===== src/rtl/hilo_sequencer.sv =====
// Sequences the iterative multiplier/divider and owns the architectural HI/LO
// registers, including MTHI/MTLO writes and divide-by-zero abort.
module hilo_sequencer #(
  parameter int MULT_LATENCY = 32,
  parameter int DIV_LATENCY  = 32,
  parameter int CNT_W        = 6
) (
  input  logic        Clock,
  input  logic        Reset,
  input  logic        Start,
  input  logic        Op,
  output logic        Mult_Control,
  output logic        Div_Control,
  input  logic [31:0] Mult_HI,
  input  logic [31:0] Mult_LO,
  input  logic [31:0] Div_HI,
  input  logic [31:0] Div_LO,
  input  logic        Div_Zero,
  input  logic        HI_Write,
  input  logic        LO_Write,
  input  logic [31:0] Write_Data,
  output logic [31:0] HI,
  output logic [31:0] LO,
  output logic        Busy,
  output logic        Done,
  output logic        Div_By_Zero
);

  typedef enum logic [2:0] {
    IDLE, RUN_MULT, RUN_DIV, CAP_MULT, CAP_DIV, ABORT
  } state_t;

  localparam logic [CNT_W-1:0] MULT_LAST = CNT_W'(MULT_LATENCY - 1);
  localparam logic [CNT_W-1:0] DIV_LAST  = CNT_W'(DIV_LATENCY - 1);

  state_t           state;
  logic [CNT_W-1:0] cnt;

  // Every output is registered: it is set on the edge that enters the state
  // in which it must be visible.
  always_ff @(posedge Clock) begin
    if (Reset) begin
      state        <= IDLE;
      cnt          <= '0;
      HI           <= '0;
      LO           <= '0;
      Mult_Control <= 1'b0;
      Div_Control  <= 1'b0;
      Busy         <= 1'b0;
      Done         <= 1'b0;
      Div_By_Zero  <= 1'b0;
    end else begin
      case (state)
        IDLE: begin
          cnt <= '0;
          if (HI_Write) HI <= Write_Data;
          if (LO_Write) LO <= Write_Data;
          if (Start) begin
            Busy <= 1'b1;
            if (Op) begin
              state       <= RUN_DIV;
              Div_Control <= 1'b1;
            end else begin
              state        <= RUN_MULT;
              Mult_Control <= 1'b1;
            end
          end
        end
        RUN_MULT: begin
          cnt <= cnt + 1'b1;
          if (cnt == MULT_LAST) begin
            state        <= CAP_MULT;
            Mult_Control <= 1'b0;
            Done         <= 1'b1;
          end
        end
        RUN_DIV: begin
          cnt <= cnt + 1'b1;
          // Divide-by-zero wins even on the final iteration.
          if (Div_Zero) begin
            state       <= ABORT;
            Div_Control <= 1'b0;
            Div_By_Zero <= 1'b1;
          end else if (cnt == DIV_LAST) begin
            state       <= CAP_DIV;
            Div_Control <= 1'b0;
            Done        <= 1'b1;
          end
        end
        CAP_MULT: begin
          HI    <= Mult_HI;
          LO    <= Mult_LO;
          Done  <= 1'b0;
          Busy  <= 1'b0;
          state <= IDLE;
        end
        CAP_DIV: begin
          HI    <= Div_HI;
          LO    <= Div_LO;
          Done  <= 1'b0;
          Busy  <= 1'b0;
          state <= IDLE;
        end
        ABORT: begin
          Div_By_Zero <= 1'b0;
          Busy        <= 1'b0;
          state       <= IDLE;
        end
        default: begin
          state        <= IDLE;
          Mult_Control <= 1'b0;
          Div_Control  <= 1'b0;
          Busy         <= 1'b0;
          Done         <= 1'b0;
          Div_By_Zero  <= 1'b0;
        end
      endcase
    end
  end

endmodule


===== config.mk =====
export PLATFORM = sky130hd
export DESIGN_NAME = hilo_sequencer
export DESIGN_NICKNAME = d
export VERILOG_FILES = /design/src/rtl/hilo_sequencer.sv
export SDC_FILE = /design/constraint.sdc
export NUM_CORES = 1
export LEC_CHECK = 0
export CAP_MARGIN = 30
export CORE_MARGIN = 2
export CORE_UTILIZATION = 38
export DETAILED_ROUTE_END_ITERATION = 10
export PLACE_DENSITY = 0.8
export SLEW_MARGIN = 20
export SYNTH_ARGS = -nofsm -noshare
export SYNTH_HDL_FRONTEND = slang
export SYNTH_SLANG_ARGS = --single-unit
export TNS_END_PERCENT = 1

===== constraint.sdc =====
create_clock -name Clock -period 1.8 [get_ports Clock]
set_clock_uncertainty 0.1 [all_clocks]
set_input_delay 0.45 -clock Clock [delete_from_list [all_inputs] [get_ports Clock]]
set_output_delay 0.45 -clock Clock [all_outputs]
set_load 0.01 [all_outputs]

==> results_dict.tcl <==
set metrics [dict create \
    post-cts-setup-buffers 0 \
    grt_pass1_vias 4646 \
    hold_buffers 0 \
    synth_seq_cells 78 \
    detail_route.wl_per_cell_um 18.7 \
    gp_congestion 0.855 \
    firstDrtPassIters 5 \
    crit_slowest_cell "clkdlybuf4s50_1" \
    worstPathArrival_ps 1210 \
    overflow 0 \
    syn-num-nets 634 \
    ys_async_sr_fraction 0 \
    hold_ws_ps 338 \
    rsz0062_at_grt "yes" \
    status "completed" \
    setup_viol 0 \
    synthCells 466 \
    synth_edf_count 0 \
    drive_gt1_frac 0.0758 \
    path_delay_family "buffers and inverters" \
    grt_pass1_wl_mm 23.4 \
    initial_core_util 0.395 \
    cts_tree "built" \
    root_buffer "clkbuf_8" \
    route.detailed.drc 0 \
    p_leak_nw 3.08 \
    worst_setup_path_end_kind "primary output" \
    antenna_found_initial 0 \
    avgSynthCellArea_sq_um 8.32 \
    critPathLaunchType "flop" \
    cts_sinks 78 \
    ys_seq_area_frac 0.403 \
    cts-buffers-inserted 9 \
    timing.final.crit_share 0.978 \
    place_hpwl_mm 11.5 \
    finalMaxSlewViolations 0 \
    ff2ff_path_depth 4 \
    slew_headroom 0.756 \
    vias_per_cell 5.59 \
    fin_cells 832 \
    cts_max_path_buffers 2 \
    crit_buf_inv 1 \
    grt.total_usage 0.270 \
    fin_crit_ps 1760 \
    drv_cap 0 \
    final_nets 862 \
    cp_cell_sequence "clkdlybuf4s50_1" \
    htree_levels 3 \
    timing.setup.tns_ps 0 \
    whs_path_depth 3 \
    crit_type "flop to primary output" \
    synth_top_cell_by_area "dfxtp_1" \
    multi_input_area_sq_um 2080 \
    synthMostInstantiatedCell "nor2_1" \
    final.setup.worst_slack_ps 39.2 \
    max_freq_ghz 0.568 \
    vias 4651 \
    core_sq_um 9820 \
    synth_cell_types 38 \
    critPathRequiredTime_ps 1250 \
    ys_top_cells_by_count "nor2_1, dfxtp_1, nand2_1" \
    syn_to_final_growth_pct 73.0 \
    grt_max_degree 77 \
    num_io_pins 236 \
    ys_warn_count 0 \
    die_h_um 105 \
    portBuffers 235 \
    hold_class "input pin to flop" \
    tightest_slew_ps 366 \
    critPathMaxFanout 2 \
    std_cell_rows 36 \
    synthFlopType "dfxtp_1" \
    dieArea_sq_um 11000 \
    antenna_cells 0 \
    synth_area_sq_um 3870 \
    drtIter0Drc 186 \
    irDropWorstVdd_mv 0.316 \
    dp_worst_setup_slack_ps -373 \
    hold_viol 0 \
    synth_top_area_share 0.403 \
    clock_latency_ps 340 \
    dp_cells 816 \
    slowest_delay_ps 540 \
    powerDensity_nw_per_um2 694 \
    drt_wl_total_mm 15.6 \
    fill_cells 834 \
    regArea_sq_um 1560 \
    ys_top_cells_by_area "dfxtp_1, nor2_1, a311oi_1" \
    ant_nets 0 \
    clk_pin_slew_ps 80 \
    crit_cells 1 \
    die_w_um 105 \
]
[worst min-delay path: cells and delay by family]
kind,cells,cell delay [ps]
compound gates,1,100
buf+inv,1,120
simple gates,1,60
[routing by layer]
metal  vias up  global-route usage  share of wire
met2       261               0.499           0.51
met3        26              0.0624          0.089
met5         -                   0              0
li1       2218                   -              -
met4         0               0.103          0.021
met1      2146               0.297           0.38
[kinds of logic (layout without fill, tap and decap cells)]
logic type               Yosys count  after routing  synth area share
AO/OA/AOI/OAI                    194            194             0.374
AND/OR/NAND/NOR                  141            141             0.157
flip-flops                        78             78             0.403
buffers and inverters             51            284            0.0607
adder cells (fa/ha/maj)            1              1           0.00323
XOR/XNOR                           1              1           0.00226
[through the flow]
stage	total power, mW	util	area, sq um
6_report	4.65	0.683	6710
3_5_place_dp	3.58	0.658	6460
4_1_cts	4.70	0.673	6610
2_1_floorplan	2.66	-	3870
3_3_place_gp	3.54	0.658	6460
5_1_grt	4.86	0.683	6710
[what timing repair did]
action / 4_1_cts / 5_1_grt
hold endpoints to repair: 0 / 0
resized for setup: 29 / 39
setup endpoints to repair: 57 / 47
pin swaps: 0 / 0
[area by class of cell]
| class | count | share of cell area |
|---|---|---|
| Timing Repair Buffer | 265 | 0.405 |
| Multi-Input combinational cell | 337 | 0.310 |
| Sequential cell | 78 | 0.233 |
| Tap cell | 133 | 0.0248 |
| Clock buffer | 12 | 0.0216 |
| Clock inverter | 4 | 0.00336 |
| Inverter | 3 | 0.00168 |
[sequential cells by signal, summed over array words and instances, names as in the netlist]
register,flops
Busy,1
Div_By_Zero,1
Div_Control,1
Done,1
HI,32
LO,32
Mult_Control,1
cnt,6
state,3
[layout by cell type (no fill, tap or decap), types with 6 or more instances in the layout]
cell,n
clkdlybuf4s50_1,171
clkbuf_8,10
buf_12,6
o2bb2ai_1,30
buf_4,22
dlygate4sd2_1,26
nor3_1,9
o21ai_0,35
a311oi_1,32
nand2_1,36
a22oi_1,35
nor2_1,79
a211oi_1,32
dlymetal6s2s_1,37
a21oi_1,13
dfxtp_1,76
[worst paths after layout]
check,from,end,slack (ps)
setup reg to reg,state[2],LO[7],100
hold reg to reg,cnt[5],cnt[5],390
hold / removal,Reset,state[2],340
setup / recovery,LO[5],LO[5],40
[power by group]
group          internal, mW  total [mW]  switching, mW
registers              1.90        2.01          0.102
clock network         0.534        1.17          0.636
logic                 0.838        1.48          0.639
Power figures use the tool's default switching activity.
